$ cat config.mk
export PLATFORM = sky130hd
export DESIGN_NAME = fp_decoder_unpack
export DESIGN_NICKNAME = d
export VERILOG_FILES = /design/src/rtl/fp_decoder_unpack.sv
export SDC_FILE = /design/constraint.sdc
export NUM_CORES = 1
export LEC_CHECK = 0
export CAP_MARGIN = 0
export CORE_ASPECT_RATIO = 0.5
export CORE_MARGIN = 3
export CORE_UTILIZATION = 51
export DETAILED_ROUTE_END_ITERATION = 10
export HOLD_SLACK_MARGIN = 0.12
export PLACE_DENSITY_LB_ADDON = 0.2
export SLEW_MARGIN = 20
export SYNTH_ARGS = -nofsm -noshare
export SYNTH_HDL_FRONTEND = slang
export SYNTH_SLANG_ARGS = --single-unit
$ cat constraint.sdc
create_clock -name clk -period 3.97 [get_ports clk]
set_input_delay 0.794 -clock clk [delete_from_list [all_inputs] [get_ports clk]]
set_output_delay 0.794 -clock clk [all_outputs]
set_load 0.005 [all_outputs]
$ cat src/rtl/fp_decoder_unpack.sv
// IEEE-754 operand unpacker: splits FP64/FP32 words into sign/exponent/mantissa,
// classifies them, and normalizes subnormals with a multi-cycle left shifter.
module fp_decoder_unpack #(
  parameter int SHIFT_PER_CYCLE = 1,
  parameter int NEXP_W          = 13
) (
  input  logic                     clk,
  input  logic                     rst_n,
  input  logic                     in_valid,
  output logic                     in_ready,
  input  logic [63:0]              fp_in,
  input  logic                     is_double_precision,
  output logic                     out_valid,
  input  logic                     out_ready,
  output logic                     dp_out,
  output logic                     sign_out,
  output logic [10:0]              exponent_out,
  output logic [52:0]              mantissa_out,
  output logic signed [NEXP_W-1:0] norm_exp,
  output logic [52:0]              norm_mant,
  output logic                     is_zero,
  output logic                     is_subnormal,
  output logic                     is_inf,
  output logic                     is_nan,
  output logic                     is_snan
);

  typedef enum logic [1:0] {IDLE, NORM, DONE} state_t;

  state_t                   state_q, state_d;
  logic                     dp_q, dp_d;
  logic                     sign_q, sign_d;
  logic [10:0]              exp_q, exp_d;
  logic [52:0]              mant_q, mant_d;
  logic signed [NEXP_W-1:0] norm_exp_q, norm_exp_d;
  logic [52:0]              norm_mant_q, norm_mant_d;
  logic                     zero_q, zero_d;
  logic                     sub_q, sub_d;
  logic                     inf_q, inf_d;
  logic                     nan_q, nan_d;
  logic                     snan_q, snan_d;

  logic                     in_sign;
  logic [10:0]              in_exp;
  logic [51:0]              in_frac;
  logic signed [NEXP_W-1:0] in_bias;
  logic                     in_exp_max;
  logic                     exp_zero;
  logic                     frac_zero;
  logic                     accept;
  logic [5:0]               lz;
  logic [5:0]               shift_amt;
  logic [52:0]              shifted_mant;

  // Field extraction for the precision selected alongside the incoming word
  always_comb begin
    if (is_double_precision) begin
      in_sign    = fp_in[63];
      in_exp     = fp_in[62:52];
      in_frac    = fp_in[51:0];
      in_bias    = NEXP_W'(1023);
      in_exp_max = &fp_in[62:52];
    end else begin
      in_sign    = fp_in[31];
      in_exp     = {3'b000, fp_in[30:23]};
      in_frac    = {fp_in[22:0], 29'b0};
      in_bias    = NEXP_W'(127);
      in_exp_max = &fp_in[30:23];
    end
  end

  assign exp_zero  = (in_exp == 11'd0);
  assign frac_zero = (in_frac == 52'd0);

  assign out_valid = (state_q == DONE);
  assign in_ready  = (state_q == IDLE) || ((state_q == DONE) && out_ready);
  assign accept    = in_valid && in_ready;

  // Ascending scan so the highest set bit determines the final count
  always_comb begin
    lz = 6'd53;
    for (int i = 0; i <= 52; i++) begin
      if (norm_mant_q[i]) lz = 6'(52 - i);
    end
  end

  assign shift_amt    = (lz < 6'(SHIFT_PER_CYCLE)) ? lz : 6'(SHIFT_PER_CYCLE);
  assign shifted_mant = norm_mant_q << shift_amt;

  always_comb begin
    state_d     = state_q;
    dp_d        = dp_q;
    sign_d      = sign_q;
    exp_d       = exp_q;
    mant_d      = mant_q;
    norm_exp_d  = norm_exp_q;
    norm_mant_d = norm_mant_q;
    zero_d      = zero_q;
    sub_d       = sub_q;
    inf_d       = inf_q;
    nan_d       = nan_q;
    snan_d      = snan_q;

    case (state_q)
      NORM: begin
        norm_mant_d = shifted_mant;
        norm_exp_d  = norm_exp_q - NEXP_W'(shift_amt);
        if (shifted_mant[52]) state_d = DONE;
      end
      DONE: begin
        if (out_ready && !in_valid) state_d = IDLE;
      end
      default: ;
    endcase

    // A new operand overrides whatever the current state would have done
    if (accept) begin
      dp_d   = is_double_precision;
      sign_d = in_sign;
      exp_d  = in_exp;
      mant_d = {!exp_zero, in_frac};
      zero_d = exp_zero && frac_zero;
      sub_d  = exp_zero && !frac_zero;
      inf_d  = in_exp_max && frac_zero;
      nan_d  = in_exp_max && !frac_zero;
      snan_d = in_exp_max && !frac_zero && !in_frac[51];
      if (exp_zero && frac_zero) begin
        norm_mant_d = 53'd0;
        norm_exp_d  = '0;
        state_d     = DONE;
      end else if (exp_zero) begin
        norm_mant_d = {1'b0, in_frac};
        norm_exp_d  = NEXP_W'(1) - in_bias;
        state_d     = NORM;
      end else begin
        norm_mant_d = {1'b1, in_frac};
        norm_exp_d  = NEXP_W'(in_exp) - in_bias;
        state_d     = DONE;
      end
    end
  end

  always_ff @(posedge clk or negedge rst_n) begin
    if (!rst_n) begin
      state_q     <= IDLE;
      dp_q        <= 1'b0;
      sign_q      <= 1'b0;
      exp_q       <= 11'd0;
      mant_q      <= 53'd0;
      norm_exp_q  <= '0;
      norm_mant_q <= 53'd0;
      zero_q      <= 1'b0;
      sub_q       <= 1'b0;
      inf_q       <= 1'b0;
      nan_q       <= 1'b0;
      snan_q      <= 1'b0;
    end else begin
      state_q     <= state_d;
      dp_q        <= dp_d;
      sign_q      <= sign_d;
      exp_q       <= exp_d;
      mant_q      <= mant_d;
      norm_exp_q  <= norm_exp_d;
      norm_mant_q <= norm_mant_d;
      zero_q      <= zero_d;
      sub_q       <= sub_d;
      inf_q       <= inf_d;
      nan_q       <= nan_d;
      snan_q      <= snan_d;
    end
  end

  assign dp_out       = dp_q;
  assign sign_out     = sign_q;
  assign exponent_out = exp_q;
  assign mantissa_out = mant_q;
  assign norm_exp     = norm_exp_q;
  assign norm_mant    = norm_mant_q;
  assign is_zero      = zero_q;
  assign is_subnormal = sub_q;
  assign is_inf       = inf_q;
  assign is_nan       = nan_q;
  assign is_snan      = snan_q;

endmodule

==> results.json, run 1 <==
{
  "status": "finished, final reports clean",
  "die_area_mm2": 0.0148,
  "yosysMostFrequentCell": "dfrtp_1",
  "cts_resized": 0,
  "cp-start-kind": "primary input",
  "setup.worst_path.class": "primary input to output port",
  "final_util_pct": 74.7,
  "cpMostUsedCell": "clkdlybuf4s50_1",
  "routed_wl_um": 22000,
  "seq_area_frac_synth_pct": 51.4,
  "yosysTopAreaCellShare_pct": 51.4,
  "max_stage_delay_ns": 0.60,
  "synth_top_cell_by_area": "dfrtp_1",
  "wl_met2_um": 10200,
  "fmax_ghz": 0.323,
  "antenna_found_initial": 0,
  "grt_overflow_total": 0,
  "cp_max_fo": 5,
  "top_layer_used": "met4",
  "port_buffers": 207,
  "crit_required_ns": 3.18,
  "grt_usage_pct": 30.1,
  "routabilityCongestion": 0.883,
  "syn_to_final_growth_pct": 41.4,
  "tightest_slew_ns": 0.904,
  "hold_violations": 0,
  "wire_per_inst_um": 20.4,
  "wl_met1_um": 9580,
  "vdd_ir_drop_max_uv": 492,
  "fin_hold_ws_ns": 0.352,
  "synthArstFlopShare_pct": 100,
  "arrival_ns": 2.30,
  "synth_area_leaders": "dfrtp_1 (51%), nand2_1 (6.3%), a22o_1 (4.0%)",
  "clock_latency_ns": 0.42,
  "relSlewSlack_pct": 39.6,
  "ys_top_cells_by_count": "dfrtp_1 (139), nand2_1 (114), nor2_1 (59)",
  "dieHeight_um": 87.4,
  "synth.avg_cell_area_um2": 9.64,
  "crit_chain": "clkdlybuf4s50_1 -> inv_1 -> a21oi_1 -> clkdlybuf4s50_1",
  "rsz0062_at_grt": "no",
  "synth_top_flop_cell": "dfrtp_1",
  "maxCapViolations": 0,
  "start_util_pct": 52.8,
  "critPathBufInv": 3,
  "synth_edf_count": 0,
  "hold_class": "primary input to async pin",
  "grt_pass1_wl_um": 34400,
  "period_needed_ns": 3.09,
  "drc": 0,
  "period_share_pct": 77.9,
  "firstDrtPassIters": 6,
  "place_area_mm2": 0.00898,
  "synth_cells": 702,
  "post_cts.repair.setup_buffers": 0,
  "drt-vias-per-instance": 5.86,
  "slew_violations": 0,
  "cts_tree": "done",
  "p_per_area_mw_per_mm2": 746,
  "total_leakage_power_nw": 4.00,
  "cts-root-buf": "clkbuf_16",
  "rows": 29,
  "post-place-ws_ns": 0.694,
  "fin_area_mm2": 0.00957,
  "holdBufCountCts": 0,
  "dieWidth_um": 169,
  "core-area_mm2": 0.0128,
  "io_pins": 208,
  "clock_path_buffers": 2,
  "vias": 6328,
  "antenna_left": 0,
  "drt-initial-drc-count": 539,
  "layout-drive-gt1-share_pct": 6.93,
  "clock_sinks": 139,
  "synth_seq_cells": 139,
  "cpLargestDelayFamily": "buffers and inverters",
  "cp-end-kind": "output port",
  "yosysUniqueCellTypes": 57,
  "dpl.hpwl_um": 15700,
  "layout_setup_ws_ns": 0.875,
  "clk_pin_slew_ns": 0.06,
  "finalSetupTns_ns": 0,
  "h-tree-depth": 4,
  "met3_length_um": 1830,
  "grt_start_max_net_pins": 75,
  "finalClockSkew_ns": 0.00824,
  "cts_buffers": 17,
  "grt_pass1_vias": 6290,
  "synth_area_mm2": 0.00676,
  "setup_viol": 0,
  "final_nets": 974,
  "antenna_cells": 0,
  "cpMaxStageDelayCell": "clkdlybuf4s50_1",
  "ys_warn_count": 0
}
worst reg2reg max path: stages (launching register included):
cell,delay [ns]
dfrtp_1,0.47
inv_1,0.15
ha_1,0.20
inv_1,0.07
fa_1,0.45
a21oi_1,0.21
o211ai_1,0.15
nand2b_1,0.20
nor4_1,0.32
xnor2_1,0.18
nand2_1,0.07
o31a_1,0.10
layer usage:
layer  up-vias  GRT usage, %
met3        27          7.80
met1      3103          41.4
met2       293          47.6
met4         0          8.91
li1       2905             -
met5         -             0
cell type report:
class                   instances  area (um2)
clock inverters                13         133
fillers                       935        3240
inverters                      11        41.3
multi-input cells             509        3100
well taps                     170         213
flip-flops and latches        139        3480
clock buffers                  19         443
repair buffers                218        2160
cell usage in the layout, fill, tap and decap left out, types with 4 or more instances in the layout:
cell type / netlist / final
nor2_1: 59 / 58
inv_6: 0 / 6
a22oi_1: 32 / 32
a21oi_1: 19 / 19
nand4_1: 6 / 6
nand2b_1: 6 / 6
conb_1: 1 / 6
clkbuf_16: 0 / 17
nor2b_1: 19 / 19
xor2_1: 9 / 9
o21a_1: 6 / 6
nand3b_1: 4 / 4
nand3_1: 14 / 14
a211oi_1: 17 / 17
a31oi_1: 19 / 19
nor4_1: 12 / 12
mux2i_1: 18 / 18
xnor2_1: 11 / 11
o21ai_0: 46 / 46
nor3_1: 7 / 7
a22o_1: 31 / 31
buf_4: 0 / 10
nand2_1: 114 / 113
clkinvlp_4: 0 / 4
clkdlybuf4s50_1: 0 / 205
ha_1: 8 / 8
dfrtp_1: 139 / 139
inv_1: 11 / 11
o221a_2: 4 / 4
state kept, by name, summed over array words and instances (netlist names), 2 cells and up:
name          count
norm_exp         13
norm_mant        53
mantissa_out     53
exponent_out     11
state_q           2
cells by family after synthesis:
family,after synthesis,synth area share [%]
AO/OA/AOI/OAI,194,19.9
XOR/XNOR,20,2.59
adder cells (fa/ha/maj),9,1.78
buffers and inverters,59,3.42
flip-flops,139,51.4
multiplexers,20,3.00
other,1,0.0554
AND/OR/NAND/NOR,260,17.8
per-stage QoR:
| stage | cells | power, mW |
|---|---|---|
| final | 1079 | 7.14 |
| after global routing | 1079 | 7.57 |
| after CTS | 1079 | 7.13 |
| after detailed placement | 1047 | 5.54 |
| after global placement | 1047 | 5.45 |
| after floorplan | 707 | 3.74 |
worst paths after layout:
check,cells past startpoint,from,end,slack (ns)
worst max-delay path,4,out_ready,in_ready,0.88
worst min-delay path,1,rst_n,norm_exp[7],0.35
worst max register to register,11,norm_mant[52],norm_exp[8],1.30
worst min register to register,2,exponent_out[10],exponent_out[10],0.48
max in group asynchronous,2,rst_n,mantissa_out[20],2.81
min in group clk,2,exponent_out[10],exponent_out[10],0.48
report_power, final:
part | total [mW] | internal, mW | leakage (nW) | switching, mW
Sequential | 2.55 | 2.04 | 1.71 | 0.504
Combinational | 3.03 | 1.70 | 2.01 | 1.32
Clock | 1.57 | 0.896 | 0.270 | 0.671
Power figures use the tool's default switching activity.
==> inputs of run 2 (changes only) <==
Settings changed: CORE_UTILIZATION 51 to 43.
Clock period 3.97 ns to 2.65 ns, I/O delays scaled along.
==> results.json, run 2 (synthesized netlist as in run 1, its figures left out) <==
{
  "hold_class": "primary input to async pin",
  "rows": 31,
  "max_stage_delay_ns": 0.44,
  "core-area_mm2": 0.0149,
  "io_pins": 208,
  "cpMaxStageDelayCell": "fa_1",
  "crit_chain": "inv_1 -> ha_1 -> inv_1 -> fa_1 -> a21oi_1 -> o211ai_1 -> nand2b_1 -> nor4_1 -> xnor2_1 -> nand2_1 -> o31a_1",
  "critPathBufInv": 2,
  "dpl.hpwl_um": 17400,
  "grtUsageMet3_pct": 6.00,
  "slew_violations": 0,
  "grt_util_met1_pct": 37.7,
  "start_util_pct": 45.3,
  "cts_buffers": 17,
  "status": "finished, final reports clean",
  "vias": 6621,
  "syn_to_final_growth_pct": 49.8,
  "relSlewSlack_pct": 52.0,
  "setup_viol": 0,
  "antenna_found_initial": 0,
  "arrival_ns": 2.83,
  "routed_wl_um": 23600,
  "final_nets": 1035,
  "die_area_mm2": 0.0174,
  "crit_required_ns": 2.95,
  "cp_max_fo": 3,
  "cts-root-buf": "clkbuf_16",
  "dieHeight_um": 94.7,
  "reg2reg_from": "norm_mant[52]",
  "dieWidth_um": 183,
  "drt-vias-per-instance": 5.67,
  "grt_pass1_vias": 6620,
  "setup.worst_path.class": "register to register",
  "firstDrtPassIters": 5,
  "cpMostUsedCell": "inv_1",
  "maxCapViolations": 0,
  "antenna_cells": 0,
  "vdd_ir_drop_max_uv": 568,
  "final_common_cell": "clkdlybuf4s50_1",
  "finalSetupTns_ns": 0,
  "cts_tree": "done",
  "use_met2_pct": 45.0,
  "routabilityCongestion": 0.923,
  "clock_sinks": 139,
  "final_cell_mix": "clkdlybuf4s50_1 (205), dfrtp_1 (139), nand2_1 (113)",
  "layout-drive-gt1-share_pct": 12.8,
  "final_util_pct": 67.8,
  "cp-start-kind": "register",
  "rsz0062_at_grt": "yes",
  "grt_overflow_total": 0,
  "fmax_ghz": 0.395,
  "grt_pass1_wl_um": 36800,
  "total_leakage_power_nw": 4.32,
  "ff2ff_path_depth": 11,
  "drc": 0,
  "clock_path_buffers": 2,
  "grt-busiest-layer": "met2",
  "cpLargestDelayFamily": "adder cells",
  "antenna_left": 0,
  "p_per_area_mw_per_mm2": 1080,
  "rr_endpoint": "norm_exp[8]",
  "grt_usage_pct": 27.4,
  "h-tree-depth": 4,
  "drt-initial-drc-count": 558,
  "period_share_pct": 95.6,
  "cp-end-kind": "register",
  "clk_pin_slew_ns": 0.07,
  "hold_violations": 0,
  "finalClockSkew_ns": 0.0110,
  "wire_per_inst_um": 20.2,
  "period_needed_ns": 2.53,
  "clock_latency_ns": 0.42,
  "port_buffers": 207,
  "grt_start_max_net_pins": 69,
  "tightest_slew_ns": 0.719,
  "r2r_setup_slack_ns": 0.12,
  "holdBufCountCts": 0
}
==> run 2: changes by cell type in the layout (fill, tap and decap cells not counted) <==
cell,delta
clkbuf_8,-1
buf_12,+5
clkinv_8,+1
buf_4,+56
inv_8,+2
inv_6,-1
clkinvlp_4,-1
==> run 2: area by class of cell <==
type / instances / area, um2
fill: 1171 / 4800
multi-input combinational: 509 / 3100
sequential: 139 / 3480
inverter: 11 / 41.3
clock buffer: 18 / 429
clock inverter: 14 / 155
tap: 198 / 248
timing repair buffer: 279 / 2680
==> run 2: routing by layer <==
layer	part of all wire [%]	vias up
li1	-	3018
met1	44	3290
met2	48	279
met3	6.8	34
met4	1.3	0
met5	0	-
==> run 2: per-stage QoR <==
step	area [um2]	power [mW]	std cells	setup WS [ns]	hold WS [ns]
4_1_cts	10100	10.9	1168	0.116	0.132
6_report	10100	10.9	1168	0.116	0.103
2_1_floorplan	6790	5.61	707	0.0569	0.234
3_5_place_dp	9540	8.52	1136	-0.260	0.460
3_3_place_gp	9540	8.39	1136	-0.187	0.457
5_1_grt	10100	11.6	1168	-0.0598	0.140
==> run 2: worst max path at each step <==
stage                              startpoint      endpoint  slack, ns  cells past startpoint
after floorplan           is_double_precision   norm_exp[9]       0.06                     11
after global placement              fp_in[15]   norm_exp[9]      -0.19                      8
after detailed placement            fp_in[42]  norm_exp[11]      -0.26                      8
after CTS                       norm_mant[52]   norm_exp[8]       0.12                     11
after global routing              norm_exp[5]  norm_exp[12]      -0.06                      7
final                           norm_mant[52]   norm_exp[8]       0.12                     11
==> run 2: where the power goes <==
group | switching (mW) | internal [mW] | total (mW)
Sequential | 0.735 | 3.06 | 3.80
Combinational | 2.05 | 2.69 | 4.74
Clock | 1.05 | 1.34 | 2.38
==> run 2: what timing repair did <==
item                                    in CTS  in global routing
setup buffers                                0                  0
gates resized for setup                      0                  0
endpoints found under the setup margin       0                  2
